<file path="src/rtl/int_source.sv">
// int_source: programmable external-interrupt source for the CPU's
// m_int_addr/m_int_byteen acknowledge interface. Supports one-shot delay,
// periodic and (optionally) PC-match triggering, with sticky overrun flag
// and a wrapping acknowledge counter.
// Optional feature macro: INT_SOURCE_PCMATCH_EN builds the MATCH state and
// PC comparator; without it mode 11 behaves as mode 00.
module int_source #(
    parameter logic [31:0] ACK_ADDR = 32'h0000_7F20,
    parameter int          CNT_W    = 16
) (
    input  logic             clk,
    input  logic             reset,
    input  logic             cfg_we,
    input  logic [1:0]       cfg_mode,
    input  logic [CNT_W-1:0] cfg_count,
    input  logic [31:0]      cfg_pc,
    input  logic [31:0]      macroscopic_pc,
    input  logic [31:0]      m_int_addr,
    input  logic [3:0]       m_int_byteen,
    output logic             interrupt,
    output logic             overrun,
    output logic [7:0]       ack_count
);

    typedef enum logic [1:0] {S_IDLE, S_COUNT, S_MATCH, S_ASSERT} state_t;

    localparam logic [1:0] MODE_OFF      = 2'b00;
    localparam logic [1:0] MODE_ONESHOT  = 2'b01;
    localparam logic [1:0] MODE_PERIODIC = 2'b10;
    localparam logic [1:0] MODE_PCMATCH  = 2'b11;

    state_t           state_q, state_d;
    logic [1:0]       mode_q, mode_d;
    logic [CNT_W-1:0] cnt_q, cnt_d;
    logic [CNT_W-1:0] period_q, period_d;
    logic             interrupt_q, interrupt_d;
    logic             overrun_q, overrun_d;
    logic [7:0]       ack_count_q, ack_count_d;

    logic             ack;
    logic             expired;
    logic [CNT_W-1:0] cnt_step;

`ifdef INT_SOURCE_PCMATCH_EN
    logic [31:0] pc_q, pc_d;
    logic        unused_bits;
    assign unused_bits = ^m_int_addr[1:0];
`else
    logic        unused_bits;
    assign unused_bits = ^{m_int_addr[1:0], cfg_pc, macroscopic_pc};
`endif

    // Acknowledge decode (word address match with at least one byte lane)
    // and the shared counter step: decrement, reload to the period on expiry.
    assign ack      = (m_int_addr[31:2] == ACK_ADDR[31:2]) && (|m_int_byteen);
    assign expired  = (cnt_q == '0);
    assign cnt_step = expired ? period_q : cnt_q - 1'b1;

    // Next-state and output-register logic; cfg_we overrides everything.
    always_comb begin
        state_d     = state_q;
        mode_d      = mode_q;
        cnt_d       = cnt_q;
        period_d    = period_q;
        interrupt_d = interrupt_q;
        overrun_d   = overrun_q;
        ack_count_d = ack_count_q;
`ifdef INT_SOURCE_PCMATCH_EN
        pc_d        = pc_q;
`endif
        if (cfg_we) begin
            mode_d      = cfg_mode;
            period_d    = cfg_count;
            interrupt_d = 1'b0;
            overrun_d   = 1'b0;
`ifdef INT_SOURCE_PCMATCH_EN
            pc_d        = cfg_pc;
`endif
            case (cfg_mode)
                MODE_ONESHOT, MODE_PERIODIC: begin
                    state_d = S_COUNT;
                    cnt_d   = cfg_count;
                end
`ifdef INT_SOURCE_PCMATCH_EN
                MODE_PCMATCH: state_d = S_MATCH;
`endif
                default:      state_d = S_IDLE;
            endcase
        end else begin
            case (state_q)
                S_COUNT: begin
                    cnt_d = cnt_step;
                    if (expired) begin
                        interrupt_d = 1'b1;
                        state_d     = S_ASSERT;
                    end
                end
`ifdef INT_SOURCE_PCMATCH_EN
                S_MATCH: begin
                    if (macroscopic_pc == pc_q) begin
                        interrupt_d = 1'b1;
                        state_d     = S_ASSERT;
                    end
                end
`endif
                S_ASSERT: begin
                    if (mode_q == MODE_PERIODIC) begin
                        // Period keeps running regardless of ack timing.
                        cnt_d = cnt_step;
                        if (ack) begin
                            ack_count_d = ack_count_q + 8'd1;
                            // An ack coinciding with expiry re-arms immediately.
                            if (!expired) begin
                                interrupt_d = 1'b0;
                                state_d     = S_COUNT;
                            end
                        end else if (expired) begin
                            overrun_d = 1'b1;
                        end
                    end else if (ack) begin
                        interrupt_d = 1'b0;
                        ack_count_d = ack_count_q + 8'd1;
                        state_d     = S_IDLE;
                    end
                end
                default: ;
            endcase
        end
    end

    // State and output registers with asynchronous reset.
    always_ff @(posedge clk or posedge reset) begin
        if (reset) begin
            state_q     <= S_IDLE;
            mode_q      <= MODE_OFF;
            cnt_q       <= '0;
            period_q    <= '0;
            interrupt_q <= 1'b0;
            overrun_q   <= 1'b0;
            ack_count_q <= '0;
`ifdef INT_SOURCE_PCMATCH_EN
            pc_q        <= '0;
`endif
        end else begin
            state_q     <= state_d;
            mode_q      <= mode_d;
            cnt_q       <= cnt_d;
            period_q    <= period_d;
            interrupt_q <= interrupt_d;
            overrun_q   <= overrun_d;
            ack_count_q <= ack_count_d;
`ifdef INT_SOURCE_PCMATCH_EN
            pc_q        <= pc_d;
`endif
        end
    end

    assign interrupt = interrupt_q;
    assign overrun   = overrun_q;
    assign ack_count = ack_count_q;

endmodule

</file>
<file path="config.mk">
export PLATFORM = sky130hd
export DESIGN_NAME = int_source
export DESIGN_NICKNAME = d
export VERILOG_FILES = /design/src/rtl/int_source.sv
export SDC_FILE = /design/constraint.sdc
export NUM_CORES = 1
export LEC_CHECK = 0
export ABC_AREA = 1
export BUFFER_PORTS_ARGS = -buffer_cell sky130_fd_sc_hd__buf_2
export CAP_MARGIN = 40
export CORE_MARGIN = 5
export CORE_UTILIZATION = 47
export CTS_CLUSTER_DIAMETER = 50
export DETAILED_ROUTE_END_ITERATION = 6
export PLACE_DENSITY = 0.8
export SETUP_SLACK_MARGIN = 0.15
export SLEW_MARGIN = 15
export SYNTH_ARGS = -nofsm -noshare
export SYNTH_HDL_FRONTEND = slang
export SYNTH_SLANG_ARGS = --single-unit
</file>
<file path="constraint.sdc">
create_clock -name clk -period 1.88 [get_ports clk]
set_input_delay 0.376 -clock clk [delete_from_list [all_inputs] [get_ports clk]]
set_output_delay 0.376 -clock clk [all_outputs]
set_load 0.1 [all_outputs]
</file>
Yosys cells after proc, flatten, opt, wreduce, memory -nomap -nowiden
Index checks and enable logic that the tools add are counted.

Output and inout port bits: 10. Register bits after elaboration: 46. Logic and storage cells: 58. Input bits: 121.

Add/subtract/negate cells: 2. Bitwise gates (word level): 1. Reductions and logical operators: 12. Equality and inequality tests: 12. Muxes and demuxes: 24.

Operator list (count): $mux W16 (4); $pmux W16 S2 (1); $eq A30 B13 Y1 const B (1); $logic_not A16 Y1 (1); $sub A16 B1 Y16 const B (1); $mux W2 (6); $mux W1 (11); $ne A3 B3 Y1 const B (3); $add A8 B1 Y8 const B (1); $reduce_and A4 Y1 (2); $eq A2 B2 Y1 const B (3); $reduce_and A3 Y1 (2); $reduce_bool A2 Y1 (3); $eq A2 B1 Y1 const B (2); $ne A4 B4 Y1 const B (1); $pmux W2 S2 (1); $reduce_or A4 Y1 (1); $reduce_bool A3 Y1 (1); $ne A2 B1 Y1 const B (1); $ne A2 B2 Y1 const B (1); $pmux W1 S2 (1); $reduce_or A2 Y1 (1); $logic_and A1 B1 Y1 (1); $not A1 Y1 (1).

Longest topological paths before layout
Depth in word-level cells: 6. Depth in mapped cells: 12. Mapped depth without buffers: 11.

Worst setup path after synthesis
OpenSTA, ideal clock, no wires.

Path type: reg-to-reg. Start: register state_q[1]. End: register cnt_q[8]. Setup slack: -0.167 ns. Arrival time: 1.935 ns. Stages on the path, launching flop included: 9. Period minus slack after synthesis: 2.047 ns. Required time: 1.767 ns. Buffers on the path: 0. Library setup time: 0.113 ns. Cell sequence: dfrtp_1 -> nand2_1 -> nor2_1 -> inv_1 -> o21ai_2 -> nor2_4 -> or2_2 -> nand2_1 -> inv_1.

Longest elaborated chain between the ends: 3. Elaborated cells on any way between the ends: 7. Classes of those cells: eq/ne (3); mux (2); reduce/logical (2).

RTL lines: from (decl) (RTL line 32) `state_t state_q, state_d;`; from (signal assigned) (RTL line 145) `state_q <= state_d;`; $eq A2 B2 Y1 or $eq A2 B1 Y1 (tied branches) (RTL line 90) `case (state_q)`; $ne A3 B3 Y1 (no line) (tied with other cells); $reduce_and A3 Y1 (no line) or $mux W16 (tied branches); to (signal assigned) (RTL line 147) `cnt_q <= cnt_d;`; to (decl) (RTL line 34) `logic [CNT_W-1:0] cnt_q, cnt_d;`.

Parallel ways exist; a longest one is shown, timed or not. A chain may end at the register's enable or synchronous reset.

Final worst setup path
Start: register cnt_q[0]. End: register cnt_q[4].

Longest elaborated chain between the ends: 5. Elaborated cells on any way between the ends: 6. Classes of those cells: add/sub (1); mux (4); reduce/logical (1).

RTL lines: $sub A16 B1 Y16 or $logic_not A16 Y1 (tied branches) (RTL line 57, 56); $mux W16 (*) (RTL line 57) `assign cnt_step = expired ? period_q : cnt_q - 1'b1;`; $mux W16 (RTL line 107) `if (mode_q == MODE_PERIODIC) begin`; $pmux W16 S2 (*) (RTL line 90); $mux W16 (*) (RTL line 71) `if (cfg_we) begin`.

Mark *: on every way between the ends. The rest lies on a longest branch, timed or not. The select of a mux whose other input is x is not followed.

==> results.md <==
- Status: finished, final reports clean
- Port bufs: 64
- Peak VDD IR: 614.0 µV
- Die X-Extent: 87.45 µm
- Number of antenna repair diodes: 0
- Core area: 5886 µm²
- Sequential fraction of the synthesis area: 39.95%
- Worst Setup Start Kind: register
- Crit-path slowest cell: dfrtp_1
- Max-cap viol count: 0
- Total negative slack: 0 ps
- Synth Register Bits: 45
- Share of Yosys cell area claimed by the top area cell type: 39.95%
- First-pass GRT wire length: 11.89 mm
- Root Buffer: clkbuf_8
- Commonest non-fill, non-tap cell in the layout: nand2_1
- Slew Viols, Final: 0
- Vias per Instance: 5.069
- Rel. slew slack: 67.47%
- Hold Vio Cnt, Final: 0
- Slowest stage delay, CP: 410 ps
- Mapped Nets: 533
- Post-CTS Hold Buffers: 0
- Total CTS buffers: 5
- RSZ-0062 raised after global routing: true
- Max clock buf depth: 2
- Cells after DPL: 549
- Crit. End Element: register
- Post-Syn Instances: 409
- GRT Util Overall: 19.26%
- YS warnings: 0
- Hold WC Path Type: in -> async
- Critical path's top delay family: simple AND/OR/NAND/NOR gates
- Kind of critical path: reg -> reg
- CTS tree: built
- Die area: 7647 µm²
- Final net count: 611
- Detailed Place HPWL: 5.113 mm
- ANT nets after route: 0
- Period utilization: 91.06%
- Die H: 87.45 µm
- Clock Latency Late Sink: 310 ps
- RePlAce Congestion: 0.9365
- IO Pins: 131
- Avg Cell Area, Syn: 6.892 µm²
- Leakage: 1.892 nW
- Initial cell density of the core: 47.90%
- Worst EP arrival: 1900 ps
- H-Tree Depth: 2
- R2R Setup Slk: 170 ps
- Power Density: 1059 nW/µm²
- Aggregate global routing overflow: 0
- Unique cell type count in the Yosys netlist: 31
- # clock sinks: 45
- CP cell instances: inv_2 -> ha_4 -> nand3_2 -> nor2_4 -> nand3_4 -> nand2_2 -> buf_12 -> a21oi_1 -> o21ai_0 -> nand2_1
- Synth area leaders: dfrtp_1 40%, nand2_1 20%, nor2_1 8.0%
- Final Routed Wirelength: 6.768 mm
- Largest net degree at the start of global routing: 46
- Final Non-Filler Cells: 563
- Worst path bufs/invs: 2
- Vias: 2,854
- Post-route cell area: 3493 µm²
- Vias in the first global route: 2,825
- Clock Skews: 9.803 ps
- Max Freq: 584.1 MHz
- Clk slew on worst S/H paths: 90 ps
- Endpoints failing setup: 0
- TritonRoute pass-1 iters: 4
- Filler instances: 562
- Cell Area, Synth: 2819 µm²
- DR DRC count: 0
- Initial antenna violation count: 0
- DR iter-0 viols: 165
- Dpl cell area: 3282 µm²
- Post-synth top area cell: dfrtp_1
- Area Growth Syn to Fin: 23.92%
- # rows: 28
- CP max FO: 12
- Wirelength per Cell: 12.02 µm
- Commonest non-fill, non-tap cells in the layout: 149 x nand2_1, 64 x buf_2, 56 x nor2_1, 41 x dfrtp_1, 36 x inv_1
- Worst EP required: 2070 ps
- Post-layout minimum cycle time: 1712 ps
- Share of layout cells above drive strength 1: 25.00%
- Measured slew at the worst slew-check pin: 491.4 ps
==> final timing paths <==
check,startpoint,end,cells past startpoint
max,cnt_q[0]$_DFFE_PP0P_,cnt_q[4]$_DFFE_PP0P_,10
min,reset,period_q[10]$_DFFE_PP0P_,3
max reg2reg,cnt_q[0]$_DFFE_PP0P_,cnt_q[4]$_DFFE_PP0P_,10
min reg2reg,period_q[4]$_DFFE_PP0P_,period_q[4]$_DFFE_PP0P_,2
max in group asynchronous,reset,state_q[1]$_DFFE_PP0P_,3
min in group clk,cfg_count[4],period_q[4]$_DFFE_PP0P_,3
==> synthesized netlist by cell type <==
| master | number |
|---|---|
| buf_2 | 2 |
| o211ai_2 | 3 |
| a21oi_1 | 5 |
| nand3_2 | 3 |
| o21ai_1 | 9 |
| inv_1 | 40 |
| buf_1 | 1 |
| nand2_1 | 149 |
| or2_2 | 1 |
| inv_2 | 2 |
| xnor2_1 | 5 |
| nor2_1 | 60 |
| o21ai_2 | 1 |
| nand4_1 | 13 |
| o21ai_0 | 16 |
| inv_4 | 1 |
| buf_6 | 3 |
| nand3_1 | 18 |
| o21a_1 | 1 |
| clkbuf_1 | 3 |
| xor2_1 | 7 |
| a21boi_1 | 2 |
| nand2_2 | 2 |
| nor2_4 | 3 |
| buf_4 | 1 |
| ha_1 | 3 |
| nand3b_1 | 3 |
| dfrtp_1 | 45 |
| nor3_1 | 3 |
| nor2_2 | 3 |
| and2_0 | 1 |
==> through the flow <==
step           util, %  total power, mW  hold WS [ps]  worst slack, ps
2_1_floorplan        -            2.466         432.0            183.6
3_3_place_gp     55.76            2.766         429.1            148.2
3_5_place_dp     55.76            2.813         434.4            117.7
4_1_cts          57.72            3.562         95.69            177.9
5_1_grt          59.35            3.982         115.2            64.71
6_report         59.35            3.698         84.31            168.1
==> registers in the layout, summed over array words and instances (netlist names) <==
| signal | cells |
|---|---|
| cnt_q | 16 |
| period_q | 16 |
| ack_count | 8 |
| mode_q | 2 |
| state_q | 2 |
| overrun | 1 |
==> cell type report <==
| type | instances | area (µm²) | area share [%] |
|---|---|---|---|
| Clock buffer | 5 | 68.82 | 1.970 |
| Inverter | 43 | 163.9 | 4.692 |
| Multi-Input combinational cell | 311 | 1510 | 43.23 |
| Timing Repair Buffer | 81 | 476.7 | 13.65 |
| Tap cell | 75 | 93.84 | 2.686 |
| Clock inverter | 3 | 46.29 | 1.325 |
| Sequential cell | 45 | 1134 | 32.45 |
==> logic make-up (layout without fill, tap and decap cells) <==
family                   Yosys count  after routing  share of synthesized area [%]
flip-flops                        45             45                          39.95
adder cells (fa/ha/maj)            3              3                          1.332
AND/OR/NAND/NOR                  259            259                          39.06
buffers and inverters             53            132                          8.167
AO/OA/AOI/OAI                     37             37                          7.767
XOR/XNOR                          12             12                          3.728
==> layer usage <==
layer / vias to the layer above / part of all wire (%) / global-route usage [%]
met5: - / 0 / 0
met4: 0 / 1.7 / 6.974
met3: 11 / 4.4 / 3.595
met2: 64 / 50 / 33.15
met1: 1340 / 44 / 23.93
li1: 1439 / - / -
==> worst register-to-register path, cell delays in order, from the launching register on <==
cell     delay, ps
dfrtp_1        410
inv_2          100
ha_4           140
nand3_2         90
nor2_4         160
nand3_4        100
nand2_2        120
buf_12         140
a21oi_1         50
o21ai_0        200
nand2_1         70
==> where the power goes <==
part,internal (mW),switching (mW)
clock,0.398,0.353
sequential,1.19,0.223
combinational,0.577,0.951
total,2.17,1.53
==> timing repair <==
action	CTS	global route
gates resized for setup	0	16
hold endpoints to repair	0	0
endpoints found under the setup margin	0	18
setup buffers	0	6
(Power assumes the default switching activity.)
